$ cat src/rtl/uart_pkg.sv
// Shared definitions for the UART receiver: FSM state encodings and frame constants.
// Parity support in uart_rx is enabled by defining UART_RX_PARITY_EN.
package uart_pkg;

   localparam int DEFAULT_CLKS_PER_BIT = 868;
   localparam int DATA_BITS            = 8;

   typedef enum logic [2:0] {
      IDLE   = 3'b000,
      START  = 3'b001,
      DATA   = 3'b010,
      STOP   = 3'b011,
      PARITY = 3'b100
   } uart_state_t;

   // Even parity: the parity bit makes the total count of ones even.
   function automatic logic even_parity(input logic [DATA_BITS-1:0] data);
      return ^data;
   endfunction

endpackage

$ cat src/rtl/uart_rx_sync.sv
// Multi-flop synchronizer for the asynchronous serial line; flops preset to the
// idle (high) level so that reset never looks like a start bit.
module uart_rx_sync #(
   parameter int SYNC_STAGES = 2
) (
   input  logic clk,
   input  logic reset,
   input  logic d,
   output logic q
);

   logic [SYNC_STAGES-1:0] sync_q;

   always_ff @(posedge clk or negedge reset) begin
      if (!reset) begin
         sync_q <= '1;
      end else begin
         sync_q[0] <= d;
         for (int i = 1; i < SYNC_STAGES; i++) begin
            sync_q[i] <= sync_q[i-1];
         end
      end
   end

   assign q = sync_q[SYNC_STAGES-1];

endmodule

$ cat src/rtl/uart_rx.sv
// 8N1 UART receiver with mid-bit sampling and frame-error detection.
// Define UART_RX_PARITY_EN to expect an even parity bit after the data bits.
module uart_rx
   import uart_pkg::*;
#(
   parameter int CLKS_PER_BIT = DEFAULT_CLKS_PER_BIT,
   parameter int SYNC_STAGES  = 2
) (
   input  logic                 clk,
   input  logic                 reset,
   input  logic                 rx_serial,
   output logic [DATA_BITS-1:0] rx_data,
   output logic                 rx_valid,
   output logic                 rx_busy,
   output logic                 rx_frame_err,
   output logic                 rx_parity_err
);

   localparam int CNT_W = (CLKS_PER_BIT > 1) ? $clog2(CLKS_PER_BIT) : 1;
   localparam logic [CNT_W-1:0] CNT_MID  = CNT_W'(CLKS_PER_BIT / 2 - 1);
   localparam logic [CNT_W-1:0] CNT_LAST = CNT_W'(CLKS_PER_BIT - 1);
   localparam logic [2:0]       IDX_LAST = 3'(DATA_BITS - 1);

   uart_state_t          state;
   logic [CNT_W-1:0]     baud_cnt;
   logic [2:0]           bit_idx;
   logic [DATA_BITS-1:0] shift_reg;
   logic                 rx_sync;
   logic                 wait_high;
`ifdef UART_RX_PARITY_EN
   logic                 par_bit;
   logic                 par_bad;

   assign par_bad = (par_bit != even_parity(shift_reg));
`else
   assign rx_parity_err = 1'b0;
`endif

   uart_rx_sync #(
      .SYNC_STAGES (SYNC_STAGES)
   ) u_sync (
      .clk   (clk),
      .reset (reset),
      .d     (rx_serial),
      .q     (rx_sync)
   );

   always_ff @(posedge clk or negedge reset) begin
      if (!reset) begin
         state        <= IDLE;
         baud_cnt     <= '0;
         bit_idx      <= '0;
         shift_reg    <= '0;
         wait_high    <= 1'b0;
         rx_data      <= '0;
         rx_valid     <= 1'b0;
         rx_busy      <= 1'b0;
         rx_frame_err <= 1'b0;
`ifdef UART_RX_PARITY_EN
         par_bit       <= 1'b0;
         rx_parity_err <= 1'b0;
`endif
      end else begin
         rx_valid     <= 1'b0;
         rx_frame_err <= 1'b0;
`ifdef UART_RX_PARITY_EN
         rx_parity_err <= 1'b0;
`endif
         case (state)
            IDLE: begin
               baud_cnt <= '0;
               bit_idx  <= '0;
               // After a frame error the line must go idle before a new start counts.
               if (wait_high) begin
                  if (rx_sync) wait_high <= 1'b0;
               end else if (!rx_sync) begin
                  state   <= START;
                  rx_busy <= 1'b1;
               end
            end
            START: begin
               if (baud_cnt == CNT_MID) begin
                  baud_cnt <= '0;
                  if (!rx_sync) begin
                     state <= DATA;
                  end else begin
                     state   <= IDLE;
                     rx_busy <= 1'b0;
                  end
               end else begin
                  baud_cnt <= baud_cnt + 1'b1;
               end
            end
            DATA: begin
               if (baud_cnt == CNT_LAST) begin
                  baud_cnt           <= '0;
                  shift_reg[bit_idx] <= rx_sync;
                  if (bit_idx == IDX_LAST) begin
`ifdef UART_RX_PARITY_EN
                     state <= PARITY;
`else
                     state <= STOP;
`endif
                  end else begin
                     bit_idx <= bit_idx + 1'b1;
                  end
               end else begin
                  baud_cnt <= baud_cnt + 1'b1;
               end
            end
`ifdef UART_RX_PARITY_EN
            PARITY: begin
               if (baud_cnt == CNT_LAST) begin
                  baud_cnt <= '0;
                  par_bit  <= rx_sync;
                  state    <= STOP;
               end else begin
                  baud_cnt <= baud_cnt + 1'b1;
               end
            end
`endif
            STOP: begin
               // Leave at mid-stop so a start bit right behind it is caught.
               if (baud_cnt == CNT_LAST) begin
                  baud_cnt <= '0;
                  state    <= IDLE;
                  rx_busy  <= 1'b0;
`ifdef UART_RX_PARITY_EN
                  rx_parity_err <= par_bad;
                  if (rx_sync && !par_bad) begin
`else
                  if (rx_sync) begin
`endif
                     rx_data  <= shift_reg;
                     rx_valid <= 1'b1;
                  end
                  if (!rx_sync) begin
                     rx_frame_err <= 1'b1;
                     wait_high    <= 1'b1;
                  end
               end else begin
                  baud_cnt <= baud_cnt + 1'b1;
               end
            end
            default: begin
               state   <= IDLE;
               rx_busy <= 1'b0;
            end
         endcase
      end
   end

endmodule

$ cat config.mk
export PLATFORM = sky130hd
export DESIGN_NAME = uart_rx
export DESIGN_NICKNAME = d
export VERILOG_FILES = /design/src/rtl/uart_pkg.sv /design/src/rtl/uart_rx_sync.sv /design/src/rtl/uart_rx.sv
export SDC_FILE = /design/constraint.sdc
export NUM_CORES = 1
export LEC_CHECK = 0
export CORE_MARGIN = 2
export CORE_UTILIZATION = 50
export DETAILED_ROUTE_END_ITERATION = 10
export PLACE_DENSITY = 0.79
export SKIP_LAST_GASP = 1
export SYNTH_ARGS = -nofsm -noshare
export SYNTH_HDL_FRONTEND = slang
export SYNTH_SLANG_ARGS = --single-unit
$ cat constraint.sdc
create_clock -name clk -period 2.2 [get_ports clk]
set_clock_uncertainty 0.15 [all_clocks]
set_input_delay 0.44 -clock clk [delete_from_list [all_inputs] [get_ports clk]]
set_output_delay 0.44 -clock clk [all_outputs]
set_load 0.1 [all_outputs]
==> results.cfg, run 1 <==
[global_routing]
grt_pass1_wl_um = 5410
antenna_found_initial = 0
grt-ovfl-total = 0
grt_max_degree = 38
grt_pass1_vias = 1231
grt_usage_pct = 17.6

[synthesis]
async_flop_share_pct = 100
seq_area_frac_synth_pct = 54.0
syn-num-nets = 162
synth-edff-count = 0
synth_top_area_share_pct = 50.9
synth_area_per_cell_um2 = 11.1
synth_cell_types = 36
synthCells = 155
synth_ff_type = dfrtp_1
yosysWarnings = 0
ys_top_cells_by_area = dfrtp_1, mux2_2, nor2_1
synth_top_area_cell = dfrtp_1
syn_area_um2 = 1720
ys_ff_latch = 37

[min_path]
hold_class = reg -> reg
min_path_cells = 0

[floorplanning]
initial_utilization_pct = 51.9
num_rows = 21
io_pins = 15
dieArea_um2 = 3920
die_w_um = 62.6
die_y_um = 62.6
core_region_area_um2 = 3310

[finish]
antenna_cells = 0
fillers = 298
area_growth_pct = 16.0
nNetsFinal = 182
largest_reg_flops = 10
drive_gt1_share_pct = 26.1
stdcell_area_um2 = 1990

[outcome]
status = finished clean

[route]
drcViolationCount = 0
dr.pass1.iters = 4
drt-total-wl_um = 3100
wl_per_cell_um = 14.0
postRouteAntennaNets = 0
via_count = 1200
first_iter_violations = 43
vias_per_cell = 5.41

[placement]
gp_congestion = 0.834
post-place-ws_ps = 52.2
place_area_um2 = 1880
post-dp-hpwl_um = 2240
portBuffers = 13

[cts]
insertion_delay_ps = 350
path_clk_slew_ps = 100
htree_levels = 2
numCtsBuffers = 5
root_buffer = clkbuf_4
clock_sinks = 37
cts_tree = built
ctsLongestPathBuffers = 2

[critical_path]
critPathCaptureType = flip-flop
cp_slowest_cell = dfrtp_1
reg2reg_depth = 6
critPathLaunchType = flip-flop
path_cells = ha_1 -> nor3b_2 -> nand3_4 -> nor3_4 -> buf_12 -> mux2_2
crit_path_max_fanout = 9
path_class = reg -> reg
slowest_delay_ps = 410
worstPathArrival_ps = 2170
crit_required_ps = 2280

[power]
powerDensity_nw_per_um2 = 605
ir_drop_mv = 0.437
p_leak_uw = 0.000941

[timing]
hold_violations = 0
period_needed_ps = 2090
finalWorstSetupSlack_ps = 111
rsz0062_at_grt = no
tns_ps = 0
maxSlewViolCount = 0
setup_viol = 0
fmax_ghz = 0.479
period_share_pct = 95.0

[run]
cap_viol_max_count = 0
## path summary, 6_finish.rpt
| path | slack (ps) | start | end |
|---|---|---|---|
| min in group asynchronous | 350 | reset | shift_reg[3] |
| hold / removal | 210 | u_sync.sync_q[0] | u_sync.sync_q[1] |
| hold reg to reg | 210 | u_sync.sync_q[0] | u_sync.sync_q[1] |
| setup reg to reg | 110 | baud_cnt[0] | rx_data[1] |
| max in group asynchronous | 1200 | reset | u_sync.sync_q[1] |
| setup / recovery | 110 | baud_cnt[0] | rx_data[1] |
## cell families after synthesis
family / after synthesis / synth area share, %
buffers and inverters: 12 / 2.84
AOI/OAI and AO/OA: 17 / 6.62
and+or+nand+nor: 60 / 18.9
xor gates and xnor gates: 8 / 4.08
adders and majority gates: 4 / 2.91
other: 1 / 0.218
DFF: 37 / 54.0
muxes: 16 / 10.4
## cell type report
cell class	count	area, um^2	area share, %
repair buffers	17	145	7.28
clock buffers	7	55.1	2.76
inverters	8	30.0	1.51
flip-flops and latches	37	928	46.5
well taps	46	57.6	2.89
multi-input cells	106	748	37.5
clock inverters	1	30.0	1.51
## per-stage QoR
stage / hold slack [ps] / instances / total power (uW) / utilization, %
6_report: 211 / 222 / 1210 / 60.2
5_1_grt: 222 / 222 / 1250 / 60.2
4_1_cts: 213 / 221 / 1220 / 59.4
3_5_place_dp: 197 / 213 / 730 / 56.9
3_3_place_gp: 196 / 213 / 729 / 56.9
2_1_floorplan: -5.59 / 155 / 711 / -
## placed cells by master, fill, tap and decap left out, types with 2 or more instances in the layout
cell,n
a21oi_1,3
and3_1,2
buf_4,14
clkbuf_4,5
clkdlybuf4s50_1,2
dfrtp_1,35
dfstp_2,2
ha_1,4
inv_1,8
mux2_2,15
nand2_1,11
nand3_1,11
nand4_1,2
nor2_1,21
nor3_1,2
nor4_1,2
o21ai_0,5
o31ai_1,2
xnor2_1,4
xor2_1,4
## synthesized netlist by cell type (2+ instances only)
cell type	number
dfrtp_1	35
nor2_1	21
mux2_2	15
nand2_1	11
nand3_1	11
inv_1	8
o21ai_0	5
ha_1	4
xnor2_1	4
xor2_1	4
a21oi_1	3
clkbuf_1	3
nor4_1	3
and3_1	2
dfstp_2	2
nand4_1	2
nor3_1	2
o31ai_1	2
## timing repair
| action | in CTS | in global routing |
|---|---|---|
| gates resized for setup | 0 | 1 |
| hold buffers | 0 | 0 |
| setup buffers | 0 | 1 |
| endpoints found under the setup margin | 0 | 9 |
## power breakdown
part           leakage [uW]  switching (uW)  total (uW)  internal [uW]
logic              0.000405            25.7        32.3           6.64
clock network     0.0000455             220         491            271
registers          0.000490           0.638         684            683
total              0.000941             246        1210            961
## worst max-delay path: cells and delay by family, from the launching register on
| kind | cells | cell delay [ps] |
|---|---|---|
| simple gates | 3 | 720 |
| flops | 1 | 410 |
| mux | 1 | 330 |
| fa+ha+maj | 1 | 210 |
| buf+inv | 1 | 150 |
## layer usage
metal	share of wire (%)	GRT usage, %	wire length [um]
met5	0	0	0
met4	1.5	6.67	48
met3	4.3	5.41	133
met2	51	30.2	1580
met1	43	20.7	1330
(Power assumes the default switching activity.)
==> run 2, diff against run 1 <==
--- a/config.mk
+++ b/config.mk
@@ -5,10 +5,10 @@
 export SDC_FILE = /design/constraint.sdc
 export NUM_CORES = 1
 export LEC_CHECK = 0
-export CORE_MARGIN = 2
 export CORE_UTILIZATION = 50
 export DETAILED_ROUTE_END_ITERATION = 10
 export PLACE_DENSITY = 0.79
+export REMOVE_ABC_BUFFERS = 1
 export SKIP_LAST_GASP = 1
 export SYNTH_ARGS = -nofsm -noshare
 export SYNTH_HDL_FRONTEND = slang
==> results.cfg, run 2 (same netlist as run 1, synthesis figures left out) <==
[cts]
cts_tree = built
path_clk_slew_ps = 120
numCtsBuffers = 5
ctsLongestPathBuffers = 2
hold_buffers = 0
clock_sinks = 37
insertion_delay_ps = 360
htree_levels = 2
root_buffer = clkbuf_4

[timing]
finalWorstSetupSlack_ps = 134
hold_violations = 2
fmax_ghz = 0.484
maxSlewViolCount = 0
setup_viol = 0
period_share_pct = 93.9
maxSlewHeadroom_pct = 48.0
tns_ps = 0
hold_ws_ps = -7.99
worst_slew_pin_slew_ps = 779
rsz0062_at_grt = no
period_needed_ps = 2070

[global_routing]
antenna_found_initial = 0
grt_usage_pct = 19.6
grt-ovfl-total = 0
grt_pass1_vias = 1212
grt_max_degree = 38
grt_pass1_wl_um = 5060

[route]
wl_per_cell_um = 13.6
postRouteAntennaNets = 0
via_count = 1223
first_iter_violations = 28
drt-total-wl_um = 3010
vias_per_cell = 5.53
drcViolationCount = 0
dr.pass1.iters = 4

[floorplanning]
num_rows = 20
die_w_um = 60.6
die_y_um = 60.6
dieArea_um2 = 3680
core_region_area_um2 = 3150
io_pins = 15
initial_utilization_pct = 54.5

[finish]
antenna_cells = 0
drive_gt1_share_pct = 27.1
largest_reg_flops = 10
nNetsFinal = 183
area_growth_pct = 15.9
mostFrequentLayoutCells = dfrtp_1, nor2_1, mux2_2, buf_4
layout.cells.most_common = dfrtp_1

[placement]
portBuffers = 13
gp_congestion = 0.831
post-place-ws_ps = 64.8
post-dp-hpwl_um = 2120

[min_path]
hold_class = in -> async

[outcome]
status = finished, violations left
failed_checks = negative hold slack

[critical_path]
critPathLaunchType = flip-flop
critPathCaptureType = flip-flop
crit_required_ps = 2290
path_class = reg -> reg
crit_path_max_fanout = 5
worstPathArrival_ps = 2160

[power]
ir_drop_mv = 0.486
p_leak_uw = 0.000943
powerDensity_nw_per_um2 = 590

[run]
cap_viol_max_count = 0
-- run 2: timing repair --
| item | 4_1_cts | 5_1_grt |
|---|---|---|
| resized for setup | 0 | 2 |
| setup buffers | 0 | 0 |
| endpoints found under the setup margin | 0 | 1 |
-- run 2: critical path: stages, from the launching register on --
cell and delay (ps):
dfrtp_1 410, ha_1 230, nor3b_4 280, nand4_1 250, nor4_1 280, mux2_2 370
-- run 2: metrics by stage --
| step | utilization (%) | instances | instance area [um^2] | total power [uW] |
|---|---|---|---|---|
| 2_1_floorplan | - | 151 | 1700 | 709 |
| 3_3_place_gp | 60.4 | 213 | 1900 | 727 |
| 3_5_place_dp | 60.4 | 213 | 1900 | 727 |
| 4_1_cts | 62.8 | 221 | 1980 | 1190 |
| 5_1_grt | 63.2 | 221 | 1990 | 1220 |
| 6_report | 63.2 | 221 | 1990 | 1180 |
-- run 2: cell type report --
cell class,count,area [um^2]
inverter,8,30.0
multi-input combinational,106,754
timing repair buffer,18,148
fill,269,1160
clock buffer,6,41.3
clock inverter,2,35.0
sequential,37,928
tap,44,55.1
-- run 2: final timing paths --
path | from | end | slack (ps) | depth (start not counted)
worst max-delay path | baud_cnt[0] | shift_reg[3] | 130 | 5
worst min-delay path | reset | rx_frame_err | -8 | 1
worst max register to register | baud_cnt[0] | shift_reg[3] | 130 | 5
worst min register to register | u_sync.sync_q[0] | u_sync.sync_q[1] | 220 | 0
max in group asynchronous | reset | baud_cnt[9] | 1400 | 1
min in group clk | u_sync.sync_q[0] | u_sync.sync_q[1] | 220 | 0
-- run 2: routing by layer --
metal  track usage [%]  share of wire (%)  vias to the layer above
li1                  -                  -                      582
met1              22.9                 45                      604
met2              31.6                 48                       28
met3              5.12                4.4                        9
met4              13.6                2.6                        0
met5                 0                  0                        -
-- run 2: where the power goes --
part	internal [uW]	switching (uW)	leakage, uW
Clock	238	224	0.0000422
Sequential	683	0.873	0.000490
Combinational	4.55	24.6	0.000410
